`src/rtl/servive_pkg.sv`:
```
// servive_pkg: shared types and helpers for the servive memory arbiter.
//   arb_state_e : arbiter FSM states (IDLE, BUSY, DONE)
//   width_of()  : clog2-based index width, never less than one bit
package servive_pkg;

  typedef enum logic [1:0] {
    IDLE = 2'd0,
    BUSY = 2'd1,
    DONE = 2'd2
  } arb_state_e;

  // Bits needed to index n items; a single item still gets one bit.
  function automatic int width_of(input int n);
    return (n > 1) ? $clog2(n) : 1;
  endfunction

endpackage

```
`src/rtl/servive_rr_picker.sv`:
```
// servive_rr_picker: combinational round-robin winner selection.
//   i_req   : request vector, one bit per master
//   i_last  : index of the previous winner
//   o_valid : at least one request is set
//   o_idx   : first requesting master found searching from i_last+1 upward
module servive_rr_picker
  import servive_pkg::*;
#(
  parameter int NUM_MASTERS = 4,
  parameter int GW          = width_of(NUM_MASTERS)
) (
  input  logic [NUM_MASTERS-1:0] i_req,
  input  logic [GW-1:0]          i_last,
  output logic                   o_valid,
  output logic [GW-1:0]          o_idx
);

  // Walk offsets from farthest to nearest so the nearest hit after i_last
  // is the one left standing.
  always_comb begin
    o_valid = 1'b0;
    o_idx   = '0;
    for (int off = NUM_MASTERS; off >= 1; off--) begin
      o_valid = i_req[(int'(i_last) + off) % NUM_MASTERS] ? 1'b1 : o_valid;
      o_idx   = i_req[(int'(i_last) + off) % NUM_MASTERS]
              ? GW'((int'(i_last) + off) % NUM_MASTERS) : o_idx;
    end
  end

endmodule

```
`src/rtl/servive_mem_arbiter.sv`:
```
// servive_mem_arbiter: round-robin Wishbone arbiter sharing one slave port
// between NUM_MASTERS SERV cores, one transaction at a time, with a watchdog
// that completes a transaction the slave never acks.
//   i_clk, i_rst_n          : clock, async active-low reset
//   i_wb_m_*                : packed master requests (master k at slice k)
//   o_wb_m_rdt, o_wb_m_ack  : read data broadcast, one-hot ack to the owner
//   o_wb_s_*, i_wb_s_*      : shared slave port
//   o_grant                 : current or last owner index
//   o_timeout               : one-cycle pulse when the watchdog completes a transfer
module servive_mem_arbiter
  import servive_pkg::*;
#(
  parameter int          NUM_MASTERS = 4,
  parameter int          AW          = 32,
  parameter int          TIMEOUT     = 255,
  parameter logic [31:0] TIMEOUT_RDT = 32'hFFFF_FFFF
) (
  input  logic                        i_clk,
  input  logic                        i_rst_n,
  input  logic [NUM_MASTERS*AW-1:0]   i_wb_m_adr,
  input  logic [NUM_MASTERS*32-1:0]   i_wb_m_dat,
  input  logic [NUM_MASTERS*4-1:0]    i_wb_m_sel,
  input  logic [NUM_MASTERS-1:0]      i_wb_m_we,
  input  logic [NUM_MASTERS-1:0]      i_wb_m_cyc,
  output logic [31:0]                 o_wb_m_rdt,
  output logic [NUM_MASTERS-1:0]      o_wb_m_ack,
  output logic [AW-1:0]               o_wb_s_adr,
  output logic [31:0]                 o_wb_s_dat,
  output logic [3:0]                  o_wb_s_sel,
  output logic                        o_wb_s_we,
  output logic                        o_wb_s_cyc,
  input  logic [31:0]                 i_wb_s_rdt,
  input  logic                        i_wb_s_ack,
  output logic [$clog2(NUM_MASTERS)-1:0] o_grant,
  output logic                        o_timeout
);

  localparam int GW = width_of(NUM_MASTERS);
  localparam int TW = width_of(TIMEOUT + 1);
  localparam logic [TW-1:0] TIMER_MAX = '1;
  localparam logic [TW-1:0] TIMER_LIM = TW'(TIMEOUT);

  arb_state_e    r_state;
  arb_state_e    w_state_nxt;
  logic [GW-1:0] r_grant;
  logic [GW-1:0] r_last;
  logic [TW-1:0] r_timer;
  logic          w_pick_valid;
  logic [GW-1:0] w_pick_idx;
  logic          w_cyc_granted;
  logic          w_wdog;

  servive_rr_picker #(
    .NUM_MASTERS (NUM_MASTERS),
    .GW          (GW)
  ) u_picker (
    .i_req   (i_wb_m_cyc),
    .i_last  (r_last),
    .o_valid (w_pick_valid),
    .o_idx   (w_pick_idx)
  );

  // Slave request always follows the current owner; only cyc is qualified.
  assign o_wb_s_adr    = i_wb_m_adr[int'(r_grant)*AW +: AW];
  assign o_wb_s_dat    = i_wb_m_dat[int'(r_grant)*32 +: 32];
  assign o_wb_s_sel    = i_wb_m_sel[int'(r_grant)*4 +: 4];
  assign o_wb_s_we     = i_wb_m_we[r_grant];
  assign o_grant       = r_grant;
  assign w_cyc_granted = i_wb_m_cyc[r_grant];
  assign w_wdog        = (TIMEOUT != 0) && (r_timer == TIMER_LIM);

  // Next-state and response logic; a slave ack outranks the watchdog.
  always_comb begin
    w_state_nxt = r_state;
    o_wb_m_ack  = '0;
    o_wb_s_cyc  = 1'b0;
    o_timeout   = 1'b0;
    case (r_state)
      IDLE: begin
        w_state_nxt = w_pick_valid ? BUSY : IDLE;
      end
      BUSY: begin
        o_wb_s_cyc = 1'b1;
        if (!w_cyc_granted) begin
          // Owner withdrew mid-transfer: close out without an ack.
          w_state_nxt = DONE;
        end else if (i_wb_s_ack) begin
          o_wb_m_ack[r_grant] = 1'b1;
          w_state_nxt         = DONE;
        end else if (w_wdog) begin
          o_wb_m_ack[r_grant] = 1'b1;
          o_timeout           = 1'b1;
          w_state_nxt         = DONE;
        end else begin
          w_state_nxt = BUSY;
        end
      end
      DONE: begin
        w_state_nxt = IDLE;
      end
      default: begin
        w_state_nxt = IDLE;
      end
    endcase
    o_wb_m_rdt = o_timeout ? TIMEOUT_RDT : i_wb_s_rdt;
  end

  // State, owner and watchdog timer registers.
  always_ff @(posedge i_clk or negedge i_rst_n) begin
    if (!i_rst_n) begin
      r_state <= IDLE;
      r_grant <= '0;
      r_last  <= GW'(NUM_MASTERS - 1);
      r_timer <= '0;
    end else begin
      r_state <= w_state_nxt;
      if (r_state == IDLE && w_pick_valid) begin
        r_grant <= w_pick_idx;
        r_last  <= w_pick_idx;
        r_timer <= '0;
      end else if (r_state == BUSY && r_timer != TIMER_MAX) begin
        r_timer <= r_timer + TW'(1);
      end else begin
        r_timer <= r_timer;
      end
    end
  end

endmodule

```
`config.mk`:
```
export PLATFORM = sky130hd
export DESIGN_NAME = servive_mem_arbiter
export DESIGN_NICKNAME = d
export VERILOG_FILES = /design/src/rtl/servive_pkg.sv /design/src/rtl/servive_rr_picker.sv /design/src/rtl/servive_mem_arbiter.sv
export SDC_FILE = /design/constraint.sdc
export NUM_CORES = 1
export LEC_CHECK = 0
export CAP_MARGIN = 20
export CELL_PAD_IN_SITES_DETAIL_PLACEMENT = 0
export CELL_PAD_IN_SITES_GLOBAL_PLACEMENT = 1
export CORE_AREA = 2 2 164 166
export DETAILED_ROUTE_END_ITERATION = 7
export DIE_AREA = 0 0 166 168
export GPL_ROUTABILITY_DRIVEN = 0
export PLACE_DENSITY_LB_ADDON = 0.1
export SYNTH_ARGS = -nofsm -noshare
export SYNTH_HDL_FRONTEND = slang
export SYNTH_SLANG_ARGS = --single-unit
```
`constraint.sdc`:
```
create_clock -name i_clk -period 2.4 [get_ports i_clk]
set_input_delay 0.36 -clock i_clk [delete_from_list [all_inputs] [get_ports i_clk]]
set_output_delay 0.36 -clock i_clk [all_outputs]
set_load 0.03 [all_outputs]
```
# Word-level counts from Yosys, hierarchy flattened
# Cells that the tools add are included.
# classes
n_addsub,5
magnitude_cmp,6
eq_ne,3
n_shift,3
muxes,43
bitwise,4
n_reduce_logical,9
# op_table
operator,count
variable part select 128 x 8 -> 32 bit,2
2-to-1 mux 32 bit,1
2-to-1 mux 1 bit,21
less-than comparator 3 x 4 -> 1 bit (second input constant),4
2-to-1 mux 4 bit,4
2-to-1 mux 8 bit,2
variable part select 16 x 5 -> 4 bit,1
2-to-1 mux 2 bit,7
binary-select mux 1 bit (select 2 bit),6
adder 8 x 1 -> 8 bit (second input constant),1
equality test 8 bit (second input constant),1
!= test 8 bit (second input constant),1
OR reduction 2 bit,4
adder 2 x 1 -> 2 bit (second input constant),2
adder 2 bit (second input constant),2
AND 1 bit (first input constant),4
case mux 2 bit (2 select lines),1
logical AND 1 bit,3
less-than comparator 2 x 3 -> 1 bit (second input constant),1
demux 1 bit (select 2 bit),1
equality test 2 x 1 -> 1 bit (second input constant),1
>= comparator 2 x 1 -> 1 bit (second input constant),1
zero test 2 bit,1
nonzero test 2 bit,1
# word_totals
ff_bits,14
inputBits,315
wordCells,77

# Longest topological paths before layout
# depth
ltp_word,12
mapped_depth,6
mapped_depth_nobuf,5

# Hierarchy
# A second synthesis with hierarchy kept.
# hier_totals
hier_cells,213
hier_area_um2,2645.0
# modules_own_cells
mod,instances,cells_each,area_per_inst_um2
servive_mem_arbiter,1,199,2553.7
servive_rr_picker,1,14,91.3

# Worst setup path before layout
# No wires, ideal clock.
# synth_path
path_kind,register to output
startpoint,register r_state[0]
endpoint,output o_wb_m_ack[2]
t_arrival_ps,1993
required_time_ps,2040
slack_ps,47
stages_incl_launch_ff,6
path_buffers,1
path_cell_list,dfrtp_1 > nor2b_1 > clkbuf_1 > nand2_1 > o21bai_1 > nor3b_1
# synth_between
elab_chain_len,2
# synth_lines
element,line_no,rtl
from (decl),servive_mem_arbiter.sv:43,arb_state_e r_state;
from (signal assigned),servive_mem_arbiter.sv:116,r_state <= w_state_nxt;
equality test 2 x 1 -> 1 bit,servive_mem_arbiter.sv:78,case (r_state)
2-to-1 mux 4 bit,servive_mem_arbiter.sv:78,
to (decl),servive_mem_arbiter.sv:26,"output logic [NUM_MASTERS-1:0] o_wb_m_ack,"
# No other way between the ends.

# Final worst setup path
# layout_path
startpoint,register r_grant[0] (netlist: o_grant[0])
endpoint,output o_wb_m_rdt[22]
# layout_between
elab_chain_len,5
# layout_lines
element,line_no,rtl
from (decl),servive_mem_arbiter.sv:45,logic [GW-1:0] r_grant;
from (signal assigned),servive_mem_arbiter.sv:118,r_grant <= w_pick_idx;
binary-select mux 1 bit (select 2 bit),servive_mem_arbiter.sv:69,assign w_cyc_granted = i_wb_m_cyc[r_grant];
2-to-1 mux 1 bit (implied by the code),servive_mem_arbiter.sv:69,
2-to-1 mux 1 bit,servive_mem_arbiter.sv:84,if (!w_cyc_granted) begin
2-to-1 mux 1 bit,servive_mem_arbiter.sv:78,
2-to-1 mux 32 bit,servive_mem_arbiter.sv:105,o_wb_m_rdt = o_timeout ? TIMEOUT_RDT : i_wb_s_rdt;
to (decl),servive_mem_arbiter.sv:25,"output logic [31:0] o_wb_m_rdt,"
# No other way between the ends. The select of a mux whose other input is x is not followed.

==> results_dict.tcl <==
set metrics [dict create \
    status "finished, violations left" \
    violations "setup timing" \
    insertion_delay_ns 0.24 \
    multiInputGateArea_sq_mm 0.00241 \
    setup_viol 30 \
    reg2reg_depth 6 \
    first_iter_violations 111 \
    synthCells 209 \
    grt_pass1_wl_mm 31.4 \
    cts.sinks 14 \
    arrival_ns 2.17 \
    cp-startpoint "o_grant[0]$_DFFE_PN0P_" \
    synth.avg_cell_area_sq_um 12.8 \
    via_per_inst 3.93 \
    seq_area_frac_synth_pct 13.2 \
    yosysWarnings 0 \
    critPathMaxFanout 8 \
    power.density_mw_per_mm2 879 \
    grt_max_degree 50 \
    synth_edf_count 0 \
    drv_slew 0 \
    routed_wirelength_mm 22.7 \
    max_freq_mhz 395 \
    ios 424 \
    hold_viol 0 \
    crit_end "o_wb_m_rdt[22]" \
    cts_tree "done" \
    die_h_um 168 \
    start_kind "register" \
    ys_async_sr_fraction_pct 100 \
    rows 60 \
    fin_crit_ns 2.53 \
    path_buf_inv 1 \
    placedInstanceArea_sq_mm 0.00734 \
    wl_per_cell_um 23.0 \
    crit_chain "mux4_2, nand2_4, or4_4, nand2b_4, buf_6" \
    ant_nets 0 \
    final-seq-area_sq_um 362 \
    die_area_sq_mm 0.0279 \
    cp_top_family "simple AND/OR/NAND/NOR gates" \
    r2r-end "r_timer[7]$_DFFE_PN0P_" \
    critPathRequiredTime_ns 2.04 \
    clkTransAtPathRegs_ns 0.05 \
    vdd_drop_max_mv 0.442 \
    synth_flop_cell "dfrtp_1" \
    start_util_pct 10.1 \
    synthDistinctLibCells 38 \
    cts_root_buf "clkbuf_16" \
    rrSetupSlack_ns 0.71 \
    io_buffer_count 423 \
    hold_class "input port to async pin" \
    path_depth 5 \
    drive_gt1_share_pct 33.2 \
    htree_levels 1 \
    r2r_start "r_timer[0]$_DFFE_PN0P_" \
    fill_cells 2691 \
    final_area_sq_mm 0.00781 \
    cp_slowest_cell "or4_4" \
    critPathKind "register to output port" \
    grt_overflow 0 \
    fin_crit_sh_pct 105 \
    cpPeakStageDelay_ns 0.71 \
    finalNetCount 958 \
    synth_nets 525 \
    fin_ws_ns -0.132 \
    slew_headroom_pct 54.6 \
    antenna_found_initial 6 \
    leakage_nw 3.07 \
    fp.dieW_um 166 \
    syn_to_final_growth_pct 193 \
    worstMarginPinSlew_ns 0.678 \
    firstDrtPassIters 4 \
    vias 3871 \
    rsz0062_at_grt "true" \
    ys_ff_latch 14 \
    cap_violations 0 \
    numCtsBuffers 3 \
    max-clock-path-buffers 2 \
    fin_skew_ns 0.00657 \
    gr-usage-all-layers_pct 15.3 \
    core-area_sq_mm 0.0264 \
    grt_pass1_vias 4056 \
    place_ws_ns -0.169 \
    drc 0 \
    syn-cell-area_sq_mm 0.00267 \
    dpl.hpwl_mm 19.2 \
    worst_setup_path_end_kind "output port" \
]
-- per-layer routing --
metal  track usage [%]  share of wire, %  vias up
li1                  -                 -     1771
met1              18.1                38     1918
met2              27.2                52      156
met3              4.94               7.3       22
met4              2.87               2.0        4
met5                 0             0.084        -
-- cells by family after synthesis --
group | count (synthesis) | synth area share, %
XOR/XNOR | 2 | 0.657
AO/OA/AOI/OAI | 22 | 5.63
flip-flops | 14 | 13.2
AND/OR/NAND/NOR | 75 | 16.2
buffers and inverters | 22 | 3.56
adder cells (fa/ha/maj) | 1 | 0.469
multiplexers | 73 | 60.2
-- worst min path at each step --
stage / start / endpoint / slack (ns) / cells after the start
global placement: r_last[1]$_DFFE_PN1P_ / r_last[1]$_DFFE_PN1P_ / 0.54 / 1
finish: i_rst_n / r_timer[3]$_DFFE_PN0P_ / 0.53 / 1
CTS: r_last[1]$_DFFE_PN1P_ / r_last[1]$_DFFE_PN1P_ / 0.55 / 1
global route: r_last[1]$_DFFE_PN1P_ / r_last[1]$_DFFE_PN1P_ / 0.57 / 1
floorplan: i_rst_n / o_grant[0]$_DFFE_PN0P_ / 0.06 / 0
detailed placement: r_last[1]$_DFFE_PN1P_ / r_last[1]$_DFFE_PN1P_ / 0.54 / 1
-- cells in the mapped netlist (2+ instances only) --
| master | number | area share, % |
|---|---|---|
| nor2_1 | 6 | 0.84 |
| o21ai_0 | 5 | 0.94 |
| o2111ai_1 | 2 | 0.66 |
| nand2_1 | 11 | 1.5 |
| mux4_2 | 70 | 59 |
| mux2i_1 | 3 | 1.1 |
| nor3_1 | 3 | 0.56 |
| nand4_1 | 3 | 0.70 |
| nand2b_1 | 35 | 8.2 |
| clkbuf_1 | 9 | 1.3 |
| o21a_1 | 2 | 0.56 |
| buf_2 | 10 | 1.9 |
| dfrtp_1 | 12 | 11 |
| nor3b_1 | 2 | 0.56 |
| nor2b_1 | 2 | 0.47 |
| dfstp_2 | 2 | 2.0 |
| nand3_1 | 3 | 0.56 |
| buf_1 | 2 | 0.28 |
| a21o_1 | 2 | 0.56 |
| or3_1 | 3 | 0.70 |
| a21oi_1 | 5 | 0.94 |
-- power breakdown --
part           internal, mW  switching (mW)  total [mW]
combinational          2.94            3.14        6.09
clock                 0.252          0.0976       0.350
sequential            0.334          0.0906       0.424
total                  3.53            3.33        6.86
-- sequential cells by signal, summed over array words and instances (netlist names) --
register and flops:
r_last 2, r_state 2, r_timer 8, o_grant 2
-- cell usage in the layout, fill, tap and decap left out, types with 2 or more instances in the layout --
cell             Yosys  layout
a21o_1               2       2
o2111ai_1            2       2
clkbuf_16            0       4
buf_6                0      33
o21a_1               2       2
nand4_1              3       3
dfstp_2              2       2
diode_2              0       3
buf_4                0      58
clkdlybuf4s50_1      0     313
or4_4                1       4
dfrtp_4              0       2
mux2i_1              3       3
nor2b_1              2       2
nor2_1               6       6
mux4_2              70      70
nand2b_1            35      18
dlygate4sd2_1        0      26
nor3_1               3       3
a21oi_1              5       5
o21ai_0              5       5
buf_16               0       2
nand2_1             11      10
or3_1                3       3
buf_12               0      12
nand2b_4             0      17
nand3_1              3       2
dfrtp_1             12       9
-- cell type report --
class | count | share of cell area (%)
Timing Repair Buffer | 446 | 57.7
Multi-Input combinational cell | 176 | 30.9
Tap cell | 341 | 5.47
Sequential cell | 14 | 4.63
Clock buffer | 4 | 1.14
Antenna cell | 3 | 0.0962
Inverter | 1 | 0.0481
-- worst register-to-register path: stages, from the launching register on --
cell,delay [ns]
dfrtp_2,0.44
ha_4,0.19
nand4_1,0.11
buf_4,0.15
o221ai_1,0.17
or3_1,0.38
a21oi_1,0.16
-- what timing repair did --
item	CTS	global route
cloned	3	1
hold buffers	0	0
endpoints found under the setup margin	58	46
pin swaps	6	4
hold endpoints to repair	0	0
resized for setup	77	14
setup buffers	2	2
-- stage by stage --
| step | std cells | utilization, % | hold slack (ns) | setup TNS, ns | power, mW |
|---|---|---|---|---|---|
| CTS | 979 | 29.1 | 0.547 | -1.97 | 6.84 |
| global route | 983 | 29.6 | 0.566 | -3.63 | 7.20 |
| floorplan | 209 | - | 0.0644 | 0 | 3.82 |
| detailed placement | 970 | 27.9 | 0.540 | -4.64 | 6.54 |
| global placement | 970 | 27.9 | 0.536 | -3.14 | 6.56 |
| finish | 985 | 29.6 | 0.534 | -2.06 | 6.86 |
No activity file was read; power rests on OpenSTA's default activity.
